$ cat src/rtl/store_trace_pkg.sv
// Shared types and constants for the store trace buffer.
package store_trace_pkg;

  typedef struct packed {
    logic [31:0] addr;
    logic [31:0] data;
  } store_entry_t;

  localparam logic [31:0] HALT_ADDR_DEFAULT = 32'h0000_0000;
  localparam logic [1:0]  WORD_ALIGN_MASK   = 2'b11;

  function automatic logic is_misaligned(input logic [1:0] i_adr_lsb);
    return (i_adr_lsb & WORD_ALIGN_MASK) != 2'b00;
  endfunction

endpackage

$ cat src/rtl/store_trace_buffer_fifo.sv
// First-word fall-through synchronous FIFO; a push on full is taken only
// when a pop frees a slot in the same cycle.
module sync_fifo
  import store_trace_pkg::*;
#(
  parameter int  DEPTH = 8,
  parameter type T     = store_entry_t,
  localparam int PTR_W = $clog2(DEPTH),
  localparam int CNT_W = $clog2(DEPTH + 1)
) (
  input  logic             clk,
  input  logic             reset,
  input  logic             i_push,
  input  T                 i_data,
  input  logic             i_pop,
  output logic             o_full,
  output logic             o_empty,
  output logic [CNT_W-1:0] o_count,
  output T                 o_head
);

  T                 r_mem [DEPTH];
  logic [PTR_W-1:0] r_wr_ptr;
  logic [PTR_W-1:0] r_rd_ptr;
  logic [CNT_W-1:0] r_count;

  logic w_pop;
  logic w_push;

  assign o_empty = (r_count == '0);
  assign o_full  = (r_count == CNT_W'(DEPTH));
  assign o_count = r_count;

  assign w_pop  = i_pop & ~o_empty;
  assign w_push = i_push & (~o_full | w_pop);

  // Storage is left unreset so it can map onto plain flops or a small RAM.
  always_ff @(posedge clk) begin
    if (w_push) begin
      r_mem[r_wr_ptr] <= i_data;
    end
  end

  always_ff @(posedge clk) begin
    if (reset) begin
      r_wr_ptr <= '0;
      r_rd_ptr <= '0;
      r_count  <= '0;
    end else begin
      if (w_push) begin
        r_wr_ptr <= r_wr_ptr + PTR_W'(1);
      end
      if (w_pop) begin
        r_rd_ptr <= r_rd_ptr + PTR_W'(1);
      end
      case ({w_push, w_pop})
        2'b10:   r_count <= r_count + CNT_W'(1);
        2'b01:   r_count <= r_count - CNT_W'(1);
        default: r_count <= r_count;
      endcase
    end
  end

  assign o_head = o_empty ? T'('0) : r_mem[r_rd_ptr];

endmodule

$ cat src/rtl/store_trace_buffer.sv
// Captures CPU data-memory stores into a FIFO and latches the program's
// halt/result report, plus sticky overflow/misalignment status.
module store_trace_buffer
  import store_trace_pkg::*;
#(
  parameter int          DEPTH     = 8,
  parameter logic [31:0] HALT_ADDR = HALT_ADDR_DEFAULT,
  parameter int          DROP_W    = 8
) (
  input  logic                       clk,
  input  logic                       reset,
  input  logic                       memwrite,
  input  logic [31:0]                dataadr,
  input  logic [31:0]                writedata,
  output logic                       out_valid,
  input  logic                       out_ready,
  output logic [31:0]                out_addr,
  output logic [31:0]                out_data,
  output logic [$clog2(DEPTH+1)-1:0] count,
  output logic                       halted,
  output logic [31:0]                halt_value,
  output logic                       overflow,
  output logic                       misaligned,
  output logic [DROP_W-1:0]          drop_count
);

  logic               r_halted;
  logic [31:0]        r_halt_value;
  logic               r_overflow;
  logic               r_misaligned;
  logic [DROP_W-1:0]  r_drop_count;

  logic               w_push_req;
  logic               w_pop;
  logic               w_full;
  logic               w_empty;
  logic               w_drop;
  logic               w_is_halt;
  store_entry_t       w_entry;
  store_entry_t       w_head;

  // Once halted the store bus is ignored completely.
  assign w_push_req = memwrite & ~r_halted;
  assign w_pop      = ~w_empty & out_ready;
  assign w_drop     = w_push_req & w_full & ~w_pop;
  assign w_is_halt  = w_push_req & (dataadr == HALT_ADDR);

  assign w_entry.addr = dataadr;
  assign w_entry.data = writedata;

  sync_fifo #(
    .DEPTH (DEPTH),
    .T     (store_entry_t)
  ) u_fifo (
    .clk     (clk),
    .reset   (reset),
    .i_push  (w_push_req),
    .i_data  (w_entry),
    .i_pop   (w_pop),
    .o_full  (w_full),
    .o_empty (w_empty),
    .o_count (count),
    .o_head  (w_head)
  );

  always_ff @(posedge clk) begin
    if (reset) begin
      r_halted     <= 1'b0;
      r_halt_value <= '0;
      r_overflow   <= 1'b0;
      r_misaligned <= 1'b0;
      r_drop_count <= '0;
    end else begin
      if (w_is_halt) begin
        r_halted     <= 1'b1;
        r_halt_value <= writedata;
      end
      if (w_push_req && is_misaligned(dataadr[1:0])) begin
        r_misaligned <= 1'b1;
      end
      if (w_drop) begin
        r_overflow <= 1'b1;
        if (r_drop_count != '1) begin
          r_drop_count <= r_drop_count + DROP_W'(1);
        end
      end
    end
  end

  assign out_valid  = ~w_empty;
  assign out_addr   = w_head.addr;
  assign out_data   = w_head.data;
  assign halted     = r_halted;
  assign halt_value = r_halt_value;
  assign overflow   = r_overflow;
  assign misaligned = r_misaligned;
  assign drop_count = r_drop_count;

endmodule

$ cat config.mk
export PLATFORM = sky130hd
export DESIGN_NAME = store_trace_buffer
export DESIGN_NICKNAME = d
export VERILOG_FILES = /design/src/rtl/store_trace_pkg.sv /design/src/rtl/store_trace_buffer_fifo.sv /design/src/rtl/store_trace_buffer.sv
export SDC_FILE = /design/constraint.sdc
export NUM_CORES = 1
export LEC_CHECK = 0
export CAP_MARGIN = 5
export CORE_UTILIZATION = 58
export DETAILED_ROUTE_END_ITERATION = 6
export PLACE_DENSITY = 0.8
export SYNTH_ARGS = -nofsm -noshare
export SYNTH_HDL_FRONTEND = slang
export SYNTH_SLANG_ARGS = --single-unit
$ cat constraint.sdc
create_clock -name clk -period 9.88 [get_ports clk]
set_input_delay 0.988 -clock clk [delete_from_list [all_inputs] [get_ports clk]]
set_output_delay 0.988 -clock clk [all_outputs]
set_load 0.01 [all_outputs]
Yosys cells after proc, flatten, opt, wreduce, memory -nomap -nowiden
Memory sizes are Yosys's and may differ from the RTL's. A register that Yosys moved wholly into a read port is not among the register bits.
Index checks and enable logic that the tools add are counted.

cells by class
  $add $sub $neg = 5
  equality and inequality tests = 4
  mux-type cells = 6
  bitwise operators = 12
  reductions and logical operators = 6

operators by type and width
  cell                                                                    number
  64-bit two-way mux                                                      1
  32-bit logical NOT                                                      1
  8-bit by 1-bit adder with 8-bit output (second input constant)          1
  8-bit != test (second input constant)                                   1
  4-bit one-hot mux with 2 select lines                                   1
  1-bit bitwise AND                                                       7
  3-bit by 1-bit adder with 3-bit output (second input constant)          2
  3-bit two-way mux                                                       2
  4-bit by 1-bit adder with 4-bit output (second input constant)          1
  4-bit equality test (second input constant)                             1
  4-bit logical NOT                                                       1
  1-bit inverter                                                          4
  2-bit nonzero test                                                      2
  4-bit by 1-bit subtractor with 4-bit output (second input constant)     1
  2-bit by 1-bit equality test with 1-bit output (second input constant)  1
  2-bit equality test (second input constant)                             1
  1-bit two-way mux                                                       2
  2-bit AND reduction                                                     1
  1-bit logical AND                                                       1
  1-bit OR                                                                1

word-level totals
  flip-flop bits (word level) = 53
  RAM bits = 512
  input bits = 68
  output and inout bits = 112
  logic and storage cells = 42
  memories = 1

memories
  memory        depth  bits a word  rd ports  clocked after memory_dff  write ports  line                           source
  u_fifo.r_mem  8      64           1         1                         1            store_trace_buffer_fifo.sv:22  T r_mem [DEPTH];

Depth between registers and ports, before layout
  depth after elaboration = 8
  depth in mapped cells = 13
  mapped depth without buffers = 11

Modules after synthesis
Synthesis repeated with hierarchy kept, for this count alone.

second synthesis, totals
  cell total of the unflattened synthesis = 1099
  area, all modules = 22210.1 um2

by module, submodules not included
  module              times used  cells an instance  area each (um2)
  sync_fifo           1           892                20158.1
  store_trace_buffer  1           207                2052.0

Worst setup path after synthesis
Ideal clock, no wire load.

  path kind = input port to flip-flop
  start point = input port memwrite
  end point = memory u_fifo.r_mem[0][0] in the netlist's numbering, enable pin
  library setup time = 0.645 ns
  arrival = 7.497 ns
  setup slack = 1.737 ns
  stages = 3
  cell sequence = nor2b_1 o21ai_1 nor4_1

on the way
  longest elaborated chain between the ends = 4

RTL lines
  element                                  line                           source
  start: declaration                       store_trace_buffer.sv:12       input logic memwrite,
  1-bit bitwise AND                        store_trace_buffer.sv:43       assign w_push_req = memwrite & ~r_halted;
  1-bit bitwise AND                        store_trace_buffer_fifo.sv:35  assign w_push = i_push & (~o_full | w_pop);
  1-bit two-way mux                        store_trace_buffer_fifo.sv:39  if (w_push) begin
  1-bit two-way mux (not written as such)  store_trace_buffer_fifo.sv:40  r_mem[r_wr_ptr] <= i_data;
  end: declaration                         store_trace_buffer_fifo.sv:22

Every way passes these cells.

==> out/qor.txt <==
Global Route Usage Sum -> 24.20%
Max_cap viols -> 0
DRT Pass-1 Iters -> 6
Total grt overflow -> 0
Clk_lat worst skew -> 0.58 ns
Least-Margin Pin Slew -> 1.118 ns
Top-level I/O count -> 180
Dpl cell area -> 24330 µm²
# setup viols final -> 0
Top Metal Used -> met5
Starting DRT DRC Count -> 900
DR DRC count -> 0
WL met3 -> 3046 µm
IO buf count -> 179
Core area -> 36870 µm²
Clock buffer depth -> 3
Setup crit start kind -> flop
DR vias/cell -> 5.981
RSZ-0062 raised after global routing -> no
Cells after synthesis -> 1095
CTS tree -> yes
Clock root cell -> clkbuf_16
Max Freq -> 0.2028 GHz
Fin. max-slew vios -> 0
Yosys top cell by area -> edfxtp_1
Cell Pwr Density -> 253.8 nW/µm²
Initial Utilization -> 59.49%
Final Hold Viols -> 0
Post-DRT Antenna Nets -> 0
VDD IR max -> 0.0001836 V
Met2 wire length -> 22650 µm
Die H -> 196.5 µm
Largest net degree at the start of global routing -> 88
CTS Hold Bufs -> 0
Setup TNS -> 0 ns
Antenna violations before repair -> 1
CP Capture Type -> primary output
Register bit count reported by yosys -> 568
First-pass GRT wire length -> 68720 µm
Row count -> 70
Clk slew on worst S/H paths -> 0.07 ns
Vias post-DR -> 11.01k
Synth warnings -> 0
Layout cells sized above 1 -> 18.71%
Total wire length -> 45280 µm
Wirelength per Cell -> 24.59 µm
Area delta synth->final -> 20.38%
Placed Instances -> 1738
# nets final -> 1364
Final HPWL DP -> 24010 µm
Minimum clock period -> 4.930 ns
RePlAce Congestion -> 0.7674
Post-Syn Area -> 21930 µm²
Post-cts sizing count -> 0
Layout Cells excl Fill -> 1841
Yosys top cell area share -> 70.09%
Sequential area share after synthesis -> 75.20%
WP data required -> 8.89 ns
H-tree level count -> 2
Skew final -> 0.01123 ns
# fillers -> 2186
Clk sinks -> 568
Syn nets -> 1169
Vias in the first global route -> 11.35k
Synth cell types -> 38
Die X-Extent -> 196.5 µm
Worst relative slew slack -> 25.50%
WP data arrival -> 3.94 ns
CTS buffer count -> 54
Finished Cell Area -> 26410 µm²
Hold Path Class -> reg2reg
Worst Path Class, Setup -> reg2out
Met1 WL -> 18710 µm
Status -> complete, no violations
Syn avg cell area -> 20.03 µm²
Die Footprint -> 38600 µm²
Synth top area cells -> edfxtp_1, mux4_2, dfxtp_1
Post-CTS setup buffer count -> 0
Crit-path max FO -> 54
Tcrit/Tclk final -> 49.90%
Leakage power -> 8.185 nW
[where the power goes]
group | leakage, nW | internal [W] | switching [W] | total, W
Clock | 1.00 | 0.00145 | 0.000873 | 0.00232
Sequential | 5.11 | 0.00272 | 0.000115 | 0.00283
Combinational | 2.08 | 0.000817 | 0.000728 | 0.00155
Total | 8.18 | 0.00499 | 0.00172 | 0.00670
[metrics by stage]
step	power [W]	hold WS (ns)	util (%)	worst slack [ns]
3_3_place_gp	0.004426	0.4358	65.99	5.423
5_1_grt	0.006948	0.4917	71.60	4.564
4_1_cts	0.006766	0.4584	71.60	4.752
3_5_place_dp	0.004450	0.4463	65.99	5.380
2_1_floorplan	0.003766	0.4696	-	1.737
6_report	0.006702	0.4555	71.61	4.950
[placed cells by master (no fill, tap or decap), types with 8 or more instances in the layout]
| cell type | netlist | final |
|---|---|---|
| clkbuf_16 | 0 | 63 |
| buf_4 | 0 | 18 |
| nand3_1 | 8 | 8 |
| edfxtp_1 | 512 | 512 |
| bufinv_16 | 0 | 11 |
| nor4_1 | 10 | 9 |
| nand2b_1 | 68 | 68 |
| clkinv_1 | 0 | 11 |
| a21oi_1 | 9 | 9 |
| mux4_2 | 128 | 128 |
| nor2_1 | 83 | 79 |
| dfxtp_1 | 56 | 53 |
| mux2i_1 | 99 | 99 |
| clkdlybuf4s50_1 | 0 | 178 |
[worst max-delay path, stage by stage, from the launching register on]
cell,delay [ns]
dfxtp_4,1.08
buf_4,0.77
mux4_2,0.59
mux2i_1,0.26
nor2_1,0.10
clkdlybuf4s50_1,0.52
[cells by family (layout without fill, tap and decap cells)]
group                      Yosys count  count (layout)  share of synthesized area (%)
AOI/OAI and AO/OA                   24              24                         0.6445
xor gates and xnor gates             7               7                         0.2795
adders and majority gates            6               6                         0.3422
buffers and inverters               62             303                          1.118
DFF                                568             568                          75.20
muxes                              228             228                          17.71
other                                0               1                              0
and+or+nand+nor                    200             200                          4.700
[state kept, by name, indices dropped and copies added (netlist names), named ones only]
signal and cells:
drop_count 8, halt_value 32, halted 1, misaligned 1, overflow 1, u_fifo.o_count 4
u_fifo.r_mem 512, u_fifo.r_rd_ptr 3, u_fifo.r_wr_ptr 3
[cells in the mapped netlist]
| cell type | count |
|---|---|
| edfxtp_1 | 512 |
| mux4_2 | 128 |
| mux2i_1 | 99 |
| nor2_1 | 83 |
| nand2b_1 | 68 |
| dfxtp_1 | 56 |
| clkbuf_1 | 27 |
| buf_1 | 21 |
| buf_2 | 10 |
| nor4_1 | 10 |
| a21oi_1 | 9 |
| nor3_1 | 9 |
| nand3_1 | 8 |
| ha_1 | 6 |
| o21ai_0 | 6 |
| or3_1 | 5 |
| xor2_1 | 5 |
| inv_1 | 4 |
| nand2_1 | 4 |
| nor2b_1 | 3 |
| a211oi_1 | 2 |
| o31ai_1 | 2 |
| or4_1 | 2 |
| xnor2_1 | 2 |
| a21o_1 | 1 |
| a31oi_1 | 1 |
| and2_1 | 1 |
| and4_1 | 1 |
| mux2_2 | 1 |
| nand3b_1 | 1 |
| nand4_1 | 1 |
| nor4_2 | 1 |
| nor4b_1 | 1 |
| nor4bb_1 | 1 |
| o211ai_1 | 1 |
| o21ai_1 | 1 |
| o21ba_1 | 1 |
| or2_2 | 1 |
[final timing paths]
kind | startpoint | endpoint | slack [ns] | depth (start not counted)
hold / removal | misaligned | misaligned | 0.46 | 2
hold reg to reg | misaligned | misaligned | 0.46 | 2
setup / recovery | flop | out_data[22] | 4.95 | 5
setup reg to reg | u_fifo.o_count[1] | u_fifo.r_mem[7][25] | 6.51 | 5
[area by class of cell]
type | instances | area [µm²] | share of cell area, %
flip-flops and latches | 568 | 16510 | 62.51
well taps | 504 | 630.6 | 2.388
repair buffers | 197 | 1922 | 7.278
diodes | 1 | 2.502 | 0.009477
inverters | 4 | 15.01 | 0.05686
multi-input cells | 465 | 5259 | 19.92
clock buffers | 69 | 1629 | 6.169
clock inverters | 33 | 440.4 | 1.668
[routing by layer]
metal,vias up,track usage [%]
li1,4784,-
met1,5738,33.87
met2,424,40.14
met3,63,3.850
met4,2,6.597
met5,-,0
Power figures use the tool's default switching activity.
